$ cat src/rtl/grant_decoder.sv
// -----------------------------------------------------------------------------
// grant_decoder
//
// Sequential 2-to-4 grant decoder at the downstream end of the arbiter.
// It samples the encoded winner {V,Y} and drives a registered one-hot Grant
// to the winning master. The grant is held until that master drops its
// request or the hold timeout fires. A fixed bus turnaround gap separates
// consecutive grants.
//
// Parameters
//   TIMEOUT   maximum number of cycles a grant is held (0 disables the timeout)
//   TURN_CYC  number of all-zero Grant cycles after a release (1..15)
//
// Ports
//   clk      in   system clock, rising edge
//   rst_n    in   asynchronous active-low reset
//   Y        in   [1:0] encoded winner index
//   V        in   winner valid
//   Req      in   [3:0] raw request lines from the masters
//   Grant    out  [3:0] registered one-hot grant
//   Owner    out  [1:0] index of the current or last grant holder
//   Busy     out  high while granting or in the turnaround gap
//   Timeout  out  one-cycle pulse on a forced release
// -----------------------------------------------------------------------------
module grant_decoder #(
    parameter int TIMEOUT  = 16,
    parameter int TURN_CYC = 1
) (
    input  logic       clk,
    input  logic       rst_n,
    input  logic [1:0] Y,
    input  logic       V,
    input  logic [3:0] Req,
    output logic [3:0] Grant,
    output logic [1:0] Owner,
    output logic       Busy,
    output logic       Timeout
);

    // The hold counter must be able to hold TIMEOUT-1; keep at least 1 bit so
    // the design still elaborates with the timeout disabled.
    localparam int HOLD_W = (TIMEOUT > 0) ? $clog2(TIMEOUT + 1) : 1;
    localparam logic [HOLD_W-1:0] HOLD_MAX = HOLD_W'((TIMEOUT > 0) ? TIMEOUT - 1 : 0);
    localparam logic [3:0]        TURN_MAX = 4'(TURN_CYC - 1);

    typedef enum logic [1:0] {
        S_IDLE  = 2'd0,
        S_GRANT = 2'd1,
        S_TURN  = 2'd2
    } state_t;

    state_t              state_q, state_d;
    logic [HOLD_W-1:0]   hold_q, hold_d;
    logic [3:0]          turn_q, turn_d;
    logic [3:0]          grant_q, grant_d;
    logic [1:0]          owner_q, owner_d;
    logic                busy_q, busy_d;
    logic                timeout_q, timeout_d;

    // One-hot image of the incoming winner index.
    logic [3:0] y_onehot;

    genvar gi;
    generate
        for (gi = 0; gi < 4; gi++) begin : g_y_dec
            assign y_onehot[gi] = (Y == 2'(gi));
        end
    endgenerate

    always_comb begin
        state_d   = state_q;
        hold_d    = hold_q;
        turn_d    = turn_q;
        grant_d   = grant_q;
        owner_d   = owner_q;
        busy_d    = busy_q;
        timeout_d = 1'b0;

        case (state_q)
            S_IDLE: begin
                grant_d = 4'b0000;
                busy_d  = 1'b0;
                // A valid encode whose request has already gone away is stale
                // and is dropped without leaving IDLE.
                if (V && Req[Y]) begin
                    owner_d = Y;
                    grant_d = y_onehot;
                    hold_d  = '0;
                    busy_d  = 1'b1;
                    state_d = S_GRANT;
                end
            end

            S_GRANT: begin
                if (hold_q != HOLD_MAX) begin
                    hold_d = hold_q + 1'b1;
                end
                // A voluntary release takes precedence over the timeout, so a
                // master dropping its request on the last allowed cycle never
                // sees a Timeout pulse.
                if (!Req[owner_q]) begin
                    grant_d = 4'b0000;
                    turn_d  = 4'd0;
                    state_d = S_TURN;
                end else if ((TIMEOUT != 0) && (hold_q == HOLD_MAX)) begin
                    grant_d   = 4'b0000;
                    turn_d    = 4'd0;
                    timeout_d = 1'b1;
                    state_d   = S_TURN;
                end
            end

            S_TURN: begin
                grant_d = 4'b0000;
                if (turn_q == TURN_MAX) begin
                    busy_d  = 1'b0;
                    state_d = S_IDLE;
                end else begin
                    turn_d = turn_q + 4'd1;
                end
            end

            default: begin
                grant_d = 4'b0000;
                busy_d  = 1'b0;
                state_d = S_IDLE;
            end
        endcase
    end

    always_ff @(posedge clk or negedge rst_n) begin
        if (!rst_n) begin
            state_q   <= S_IDLE;
            hold_q    <= '0;
            turn_q    <= 4'd0;
            grant_q   <= 4'b0000;
            owner_q   <= 2'd0;
            busy_q    <= 1'b0;
            timeout_q <= 1'b0;
        end else begin
            state_q   <= state_d;
            hold_q    <= hold_d;
            turn_q    <= turn_d;
            grant_q   <= grant_d;
            owner_q   <= owner_d;
            busy_q    <= busy_d;
            timeout_q <= timeout_d;
        end
    end

    assign Grant   = grant_q;
    assign Owner   = owner_q;
    assign Busy    = busy_q;
    assign Timeout = timeout_q;

endmodule

$ cat config.mk
export PLATFORM = sky130hd
export DESIGN_NAME = grant_decoder
export DESIGN_NICKNAME = d
export VERILOG_FILES = /design/src/rtl/grant_decoder.sv
export SDC_FILE = /design/constraint.sdc
export NUM_CORES = 1
export LEC_CHECK = 0
export BUFFER_PORTS_ARGS = -buffer_cell sky130_fd_sc_hd__buf_2
export CAP_MARGIN = 5
export CORE_MARGIN = 2
export CORE_UTILIZATION = 57
export DETAILED_ROUTE_END_ITERATION = 7
export PLACE_DENSITY = 0.92
export SLEW_MARGIN = 20
export SYNTH_ARGS = -nofsm -noshare
export SYNTH_HDL_FRONTEND = slang
export SYNTH_SLANG_ARGS = --single-unit
$ cat constraint.sdc
create_clock -name clk -period 3.9 [get_ports clk]
set_input_delay 0.78 -clock clk [delete_from_list [all_inputs] [get_ports clk]]
set_output_delay 0.78 -clock clk [all_outputs]
set_load 0.05 [all_outputs]
# Word level (Yosys, flattened, before mapping)
# Cells that the tools add are included.
[word_totals] reg_bits=19 in_bits=9
[classes] n_addsub=2 magnitude_cmp=2 eq_ne=12 muxes=24 n_bitwise=1 n_reduce_logical=11
[op_table] op="4-bit two-way mux" count=4
[op_table] op="4-bit one-hot mux with 2 select lines" count=2
[op_table] op="5-bit two-way mux" count=2
[op_table] op="5-bit one-hot mux with 2 select lines" count=1
[op_table] op="3-bit AND reduction" count=3
[op_table] op="2-bit two-way mux" count=4
[op_table] op="2-bit inequality test (second input constant)" count=4
[op_table] op="1-bit two-way mux" count=7
[op_table] op="2-bit equality test (second input constant)" count=3
[op_table] op="2-bit by 3-bit less-than comparator with 1-bit output (second input constant)" count=2
[op_table] op="2-bit one-hot mux with 3 select lines" count=1
[op_table] op="5-bit by 1-bit adder with 5-bit output (second input constant)" count=1
[op_table] op="5-bit by 4-bit equality test with 1-bit output (second input constant)" count=1
[op_table] op="5-bit by 4-bit inequality test with 1-bit output (second input constant)" count=1
[op_table] op="4-bit by 1-bit adder with 4-bit output (second input constant)" count=1
[op_table] op="1-bit binary-select mux with 2-bit select" count=2
[op_table] op="2-bit by 1-bit equality test with 1-bit output (second input constant)" count=2
[op_table] op="2-bit logical NOT" count=2
[op_table] op="4-bit logical NOT" count=1
[op_table] op="2-bit AND reduction" count=2
[op_table] op="2-bit nonzero test" count=2
[op_table] op="3-bit inequality test (second input constant)" count=1
[op_table] op="1-bit one-hot mux with 3 select lines" count=1
[op_table] op="1-bit logical AND" count=1
[op_table] op="1-bit NOT" count=1

# Longest topological paths before layout
# Gate-level depths: netlist of the first run.
[depth] word_depth=5 ltp_mapped=8

# Least setup slack after synthesis of the first run
# No wires, ideal clock.
[synth_path] path_type="input-to-reg" startpoint="input Req[3]" endpoint="register grant_q[0], in the netlist Grant[0]" setup_time_ns=0.121 t_arrival_ns=1.666 path_slack_ns=2.114 cell_stages=3 path_cell_list="mux4_2 and2_4 a22o_1"
[synth_via] elab_chain_cells=5
[synth_rtl] item="start, declared" line="33" text="input logic [3:0] Req,"
[synth_rtl] item="1-bit binary-select mux with 2-bit select" line="85" text="if (V && Req[Y]) begin"
[synth_rtl] item="1-bit two-way mux (not written as such)" line="85"
[synth_rtl] item="1-bit logical AND" line="85"
[synth_rtl] item="4-bit two-way mux" line="85"
[synth_rtl] item="4-bit one-hot mux with 2 select lines" line="79" text="case (state_q)"
[synth_rtl] item="end signal, assigned" line="144" text="grant_q <= grant_d;"
[synth_rtl] item="end, declared" line="55" text="logic [3:0] grant_q, grant_d;"
# Several ways; a longest one is shown, not always the timed one. The select of a mux whose other input is x is not followed.
# A chain may end at the register's enable or synchronous reset.

# Final worst setup path of the first run
[layout_path] startpoint="register hold_q[0]" endpoint="register turn_q[3]"
[layout_via] elab_chain_cells=3
[layout_rtl] item="start, declared" line="53" text="logic [HOLD_W-1:0] hold_q, hold_d;"
[layout_rtl] item="start signal, assigned" line="142" text="hold_q <= hold_d;"
[layout_rtl] item="5-bit by 4-bit equality test with 1-bit output" line="105" text="end else if ((TIMEOUT != 0) && (hold_q == HOLD_MAX)) begin"
[layout_rtl] item="3-bit inequality test (no line)"
[layout_rtl] item="3-bit AND reduction (no line)"
[layout_rtl] item="end signal, assigned" line="143" text="turn_q <= turn_d;"
[layout_rtl] item="end, declared" line="54" text="logic [3:0] turn_q, turn_d;"
# Every way passes these cells.

==> results of run 1 <==
-- layout make-up --
class,instances,area share (%)
tap,17,1.91
clock buffer,4,2.36
sequential,19,42.8
inverter,8,2.70
timing repair buffer,16,7.21
multi-input combinational,68,43.0
-- power groups by stage --
stage / combinational (mW) / clock, mW / sequential (mW)
6_report: 0.317 / 0.0986 / 0.308
5_1_grt: 0.350 / 0.105 / 0.317
4_1_cts: 0.319 / 0.0979 / 0.308
3_5_place_dp: 0.314 / 0 / 0.311
3_3_place_gp: 0.301 / 0 / 0.305
2_1_floorplan: 0.198 / 0 / 0.349
-- sequential cells by signal, summed over array words and instances, names as in the netlist --
signal / count
hold_q: 5
Busy: 1
Timeout: 1
turn_q: 4
state_q: 2
Grant: 4
Owner: 2
-- cell families (layout without fill, tap and decap cells) --
kind of cell / count (synthesis) / in the layout / synth area share, %
flip-flops: 19 / 19 / 48.1
AO/OA/AOI/OAI: 23 / 23 / 15.7
multiplexers: 4 / 4 / 6.71
AND/OR/NAND/NOR: 37 / 37 / 20.9
adder cells (fa/ha/maj): 4 / 4 / 5.06
buffers and inverters: 9 / 28 / 3.54
-- layer usage --
metal	wire, um	vias to the layer above
met3	94	6
li1	-	378
met2	1010	23
met4	36	0
met5	0	-
met1	801	383
-- cell usage after synthesis, types with 2 or more instances --
master	instances
nand2_2	3
ha_1	4
inv_1	8
a41o_1	2
mux4_2	2
a21oi_1	2
o21ai_1	2
nor3_1	2
a22o_1	2
a31oi_1	2
nor2_1	4
nand3_1	4
nand2_1	12
dfrtp_1	19
nand2b_1	3
o21ai_0	7
and3_1	2
-- stage by stage --
step / setup slack [ns] / hold WS (ns) / power [mW] / cells / utilization (%)
finish: 1.94 / 0.391 / 0.724 / 132 / 66.5
global route: 1.83 / 0.433 / 0.772 / 132 / 66.5
CTS: 1.94 / 0.410 / 0.724 / 132 / 66.5
detailed placement: 1.92 / 0.473 / 0.625 / 128 / 64.9
global placement: 1.96 / 0.481 / 0.606 / 128 / 64.9
floorplan: 2.11 / 0.469 / 0.547 / 96 / -
-- worst max path at each step --
stage / start / end / slack (ns) / cells past startpoint
after global routing: hold_q[0]$_DFFE_PN0P_ / turn_q[2]$_DFFE_PN0P_ / 1.83 / 8
final: hold_q[0]$_DFFE_PN0P_ / turn_q[3]$_DFFE_PN0P_ / 1.94 / 8
after CTS: hold_q[0]$_DFFE_PN0P_ / turn_q[3]$_DFFE_PN0P_ / 1.94 / 8
after floorplan: Req[3] / Grant[0]$_DFFE_PN0P_ / 2.11 / 3
after detailed placement: Y[0] / Grant[1]$_DFFE_PN0P_ / 1.92 / 5
after global placement: Y[0] / Grant[1]$_DFFE_PN0P_ / 1.96 / 5
==> metrics.md, run 1 <==
| Metric | Value |
|---|---|
| Fin crit period | `1.96 ns` |
| Commonest cells after routing, fill and taps aside | `dfrtp_1, buf_2, nand2_1` |
| Routed WL | `1.94 mm` |
| TritonCTS Buffers | `3` |
| Number of hold buffers added after CTS | `0` |
| Synth area leader | `dfrtp_1` |
| Cts repair resizes | `0` |
| DP Area | `0.00108 mm2` |
| Largest net degree at the start of global routing | `20` |
| Final Max Tran Viols | `0` |
| HP Class | `input port to asynchronous set/reset pin` |
| Gr usage total | `21.5%` |
| Worst-path cell chain | `ha_1 > inv_1 > nor3_1 > ha_1 > nor3b_4 > nand2_2 > a41o_1 > nor2_1` |
| Setup TNS | `0 ns` |
| CTS tree | `yes` |
| CP max stage delay | `0.43 ns` |
| Status | `complete, no violations` |
| CP required | `4.14 ns` |
| GR met2 Demand/Resource | `36.3%` |
| DP HPWL | `1.51 mm` |
| Setup crit start kind | `register` |
| Gate Count Post-Synth | `96` |
| Grt total ovfl | `0` |
| Row cnt | `15` |
| Share of cells above drive strength 1 | `26.1%` |
| Most common cell after layout, fill and taps aside | `dfrtp_1` |
| Final hold vios | `0` |
| Met1 usage | `26.4%` |
| Die Span Y | `45.6 um` |
| Vias in the first global route | `746` |
| DRT Pass-1 Iters | `4` |
| Layout area overhead | `12.4%` |
| EDFF count, synth | `0` |
| Clk Latency, worst-skew pair | `0.30 ns` |
| DR vias/cell | `5.98` |
| Most frequent CP cell | `ha_1` |
| Switch Pwr | `0.321 mW` |
| Core area | `0.00167 mm2` |
| Worst slew margin | `71.2%` |
| Clock power share | `13.6%` |
| Final period utilization | `50.2%` |
| Gpl congestion | `0.771` |
| Clock Skew | `0.000732 ns` |
| Wire per inst | `14.7 um` |
| # port buffers | `16` |
| Setup Fix Bufs, Post-CTS | `0` |
| Most used DFF post-synth | `dfrtp_1` |
| Register Area | `475 um2` |
| Antenna cell count | `0` |
| Slew @ Worst Pin | `0.430 ns` |
| Async SR Flop Fraction | `100%` |
| Worst flop-to-flop path startpoint | `hold_q[0]$_DFFE_PN0P_` |
| Remaining DRCs | `0` |
| Final ANT Viol Nets | `0` |
| Final setup fails | `0` |
| Comb power frac | `43.8%` |
| Synth Register Bits | `19` |
| YS warnings | `0` |
| RSZ-0062 raised after global routing | `no` |
| Initial antenna violation count | `0` |
| Io pins | `17` |
| Dominant cells by area after synthesis | `dfrtp_1, ha_1, mux4_2, nand2_1, o21ai_0` |
| Root Driver | `clkbuf_4` |
| Netlist cell types | `33` |
| Reg clk slew, reported paths | `0.10 ns` |
| Clock Sinks | `19` |
| Starting Density | `59.2%` |
| WP buf/inv | `1` |
| Met3 usage | `2.78%` |
| Critical path's top delay family | `simple AND/OR/NAND/NOR gates` |
| Switch share | `44.3%` |
| GRT busiest layer | `met2` |
| Max Fclk | `511 MHz` |
| Syn Area/Cell | `10.3 um2` |
| Post-synth top area share | `48.1%` |
| R2r worst-path depth | `8` |
| R2r setup slk | `1.94 ns` |
| CP Max Fanout | `6` |
| Seq pwr share | `42.6%` |
| Critical path type | `register to register` |
| CP Capture Type | `register` |
| First-pass GRT wire length | `3.13 mm` |
| R2R Path End | `turn_q[3]$_DFFE_PN0P_` |
| Max Cap Viol | `0` |
| Clock Path Buffers | `2` |
| Crit path DAT | `2.19 ns` |
| Design Area, Final | `0.00111 mm2` |
| Via count | `790` |
| Cell Pwr Density | `652 mW/mm2` |
| Sequential cell area fraction in the yosys report | `48.1%` |
| Fillers | `123` |
| Multi-input logic area | `478 um2` |
| Pint | `0.403 mW` |
| Post-synthesis cell area | `988 um2` |
| Nets@finish | `129` |
| # H-tree levels | `1` |
| Highest-delay cell along the critical path | `dfrtp_1` |
| Worst VDD drop | `0.394 mV` |
| Die W | `45.6 um` |
| Full die area | `0.00208 mm2` |
| Pleak | `0.554 nW` |
| Iteration-0 DRC Markers | `15` |
| Syn Nets | `109` |
No activity file was read; power rests on OpenSTA's default activity.
==> inputs of run 2 (changes only) <==
--- a/config.mk
+++ b/config.mk
@@ -8,9 +8,9 @@
 export BUFFER_PORTS_ARGS = -buffer_cell sky130_fd_sc_hd__buf_2
 export CAP_MARGIN = 5
 export CORE_MARGIN = 2
-export CORE_UTILIZATION = 57
+export CORE_UTILIZATION = 53
 export DETAILED_ROUTE_END_ITERATION = 7
-export PLACE_DENSITY = 0.92
+export PLACE_DENSITY = 0.87
 export SLEW_MARGIN = 20
 export SYNTH_ARGS = -nofsm -noshare
 export SYNTH_HDL_FRONTEND = slang
==> constraint.sdc (replaced) <==
create_clock -name clk -period 1.82 [get_ports clk]
set_input_delay 0.364 -clock clk [delete_from_list [all_inputs] [get_ports clk]]
set_output_delay 0.364 -clock clk [all_outputs]
set_load 0.05 [all_outputs]
==> metrics.md, run 2 (same netlist as run 1, synthesis figures left out) <==
| Metric | Value |
|---|---|
| Total Power | `1.64 mW (+130%)` |
| Gr usage total | `22.5% (+1.0 points)` |
| Critical path's top delay family | `simple AND/OR/NAND/NOR gates` |
| Max reg flops | `5 (unchanged)` |
| Via count | `813 (+2.9%)` |
| Post-route core utilization | `67.3% (+0.79 points)` |
| Met1 usage | `30.1% (+3.7 points)` |
| Worst VDD drop | `0.967 mV (+150%)` |
| Status | `complete, no violations` |
| Pleak | `0.582 nW (+5.0%)` |
| Clock Sinks | `19 (unchanged)` |
| Max Fclk | `576 MHz (+13%)` |
| Remaining DRCs | `0 (unchanged)` |
| Register Area | `475 um2 (unchanged)` |
| DR vias/cell | `5.57 (-7.0%)` |
| TritonCTS Buffers | `3 (unchanged)` |
| CP Max Fanout | `6 (unchanged)` |
| Die W | `47.2 um (+3.4%)` |
| Clock Path Buffers | `2 (unchanged)` |
| Worst slew margin | `71.6% (+0.45 points)` |
| Routed WL | `2.09 mm (+7.5%)` |
| Iteration-0 DRC Markers | `29 (+14)` |
| Final Non-Filler Cells | `146 (+11%)` |
| Crit path depth | `8 (unchanged)` |
| Most common cell after layout, fill and taps aside | `dfrtp_1` |
| CP Capture Type | `register` |
| Crit path DAT | `1.98 ns (-0.21 ns)` |
| WP buf/inv | `1 (unchanged)` |
| Clk Latency, worst-skew pair | `0.31 ns (about the same)` |
| Final ANT Viol Nets | `0 (unchanged)` |
| Reg with most FFs | `hold_q` |
| # H-tree levels | `1 (unchanged)` |
| Core area | `0.00175 mm2 (+4.5%)` |
| # port buffers | `16 (unchanged)` |
| CP required | `2.06 ns (-2.08 ns)` |
| DP HPWL | `1.51 mm (-0.57%)` |
| Highest-delay cell along the critical path | `dfrtp_1` |
| Gpl congestion | `0.862 (+12%)` |
| Die Span Y | `47.2 um (+3.4%)` |
| Io pins | `17 (unchanged)` |
| Vias in the first global route | `695 (-6.8%)` |
| Worst-path cell chain | `ha_2 > inv_2 > nor3_1 > ha_2 > nor3b_4 > nand2_2 > a41o_1 > nor2_1` |
| First-pass GRT wire length | `3.33 mm (+6.6%)` |
| Full die area | `0.00223 mm2 (+6.9%)` |
| Clock Skew | `0.00524 ns (+0.00451 ns)` |
| Final setup fails | `0 (unchanged)` |
| Critical path type | `register to register` |
| GR met2 Demand/Resource | `36.4% (+0.10 points)` |
| Row cnt | `15 (unchanged)` |
| GRT busiest layer | `met2` |
| CTS tree | `yes` |
| Largest net degree at the start of global routing | `20 (unchanged)` |
| Cell Pwr Density | `1400 mW/mm2 (+110%)` |
| CP max stage delay | `0.40 ns (-0.03 ns)` |
| Grt total ovfl | `0 (unchanged)` |
| Nets@finish | `135 (+4.7%)` |
| Final period utilization | `95.4% (+45 points)` |
| Layout area overhead | `18.9%` |
| Fillers | `120 (-2.4%)` |
| Final hold vios | `0 (unchanged)` |
| Share of cells above drive strength 1 | `32.2% (+6.1 points)` |
| Fin crit period | `1.74 ns (-0.222 ns)` |
| Wire per inst | `14.3 um (-2.8%)` |
| Antenna cell count | `0 (unchanged)` |
| Multi-input logic area | `483 um2 (+1.0%)` |
| R2r worst-path depth | `8 (unchanged)` |
| Root Driver | `clkbuf_4` |
| RSZ-0062 raised after global routing | `yes` |
| Most frequent CP cell | `ha_2` |
| Commonest cells after routing, fill and taps aside | `dfrtp_1, buf_2, nand2_1` |
| Post-Place Setup Slack | `0.0158 ns (-1.90 ns)` |
| Initial antenna violation count | `0 (unchanged)` |
| Final Worst Setup Slack | `0.0845 ns (-1.86 ns)` |
| Max Cap Viol | `0 (unchanged)` |
| Reg clk slew, reported paths | `0.11 ns (about the same)` |
| Final Max Tran Viols | `0 (unchanged)` |
| HP Class | `input port to register` |
| Hold path depth | `2` |
| Met3 usage | `5.77% (+3.0 points)` |
| Fin Hold WS | `0.340 ns (-0.0512 ns)` |
| DRT Pass-1 Iters | `4 (unchanged)` |
| Setup crit start kind | `register` |
| Slew @ Worst Pin | `0.425 ns (-0.00474 ns)` |
| Cell count after placement | `138 (+7.8%)` |
| Starting Density | `56.6% (-2.5 points)` |
run 2: cell count changes in the layout (fill, tap and decap cells not counted), sizes merged:
cell / previous run / this run
clkinv: 0 / 1
dlygate4sd3: 0 / 1
buf: 16 / 21
clkbuf: 4 / 3
run 2: through the flow:
stage	instance area, um2	TNS [ns]
5_1_grt	1170	-0.00115
3_3_place_gp	1110	0
4_1_cts	1160	0
6_report	1170	0
3_5_place_dp	1110	0
2_1_floorplan	988	0
run 2: layout make-up:
cell class	instances	area share, %
Multi-Input combinational cell	68	41.1
Tap cell	25	2.66
Sequential cell	19	40.5
Clock inverter	1	0.426
Timing Repair Buffer	22	10.9
Clock buffer	3	1.92
Inverter	8	2.56
run 2: worst paths after layout:
check                                        end                  start  slack (ns)
setup / recovery           turn_q[2]$_DFFE_PN0P_  hold_q[0]$_DFFE_PN0P_        0.08
hold / removal              Grant[2]$_DFFE_PN0P_                   Y[0]        0.34
setup reg to reg           turn_q[2]$_DFFE_PN0P_  hold_q[0]$_DFFE_PN0P_        0.08
hold reg to reg                 Busy$_DFFE_PN0P_       Busy$_DFFE_PN0P_        0.49
max in group asynchronous   Grant[2]$_DFFE_PN0P_                  rst_n        0.99
min in group asynchronous   Owner[1]$_DFFE_PN0P_                  rst_n        0.53
run 2: per-layer routing:
metal  routed length [um]  share of wire [%]
met1                  920                 44
met3                  122                5.8
met5                    0                  0
met4                   25                1.2
met2                 1020                 49
run 2: timing repair:
action	CTS	global route
setup buffers	2	1
hold buffers	1	0
pin swaps	2	4
resized for setup	1	2
endpoints found under the setup margin	2	3
endpoints found under the hold margin	19	0
run 2: where the power goes:
| part | switching [mW] | leakage, nW | internal [mW] | total (mW) |
|---|---|---|---|---|
| registers | 0.128 | 0.256 | 0.533 | 0.661 |
| logic | 0.455 | 0.308 | 0.305 | 0.760 |
| clock network | 0.138 | 0.0177 | 0.0821 | 0.221 |
| total | 0.721 | 0.582 | 0.920 | 1.64 |
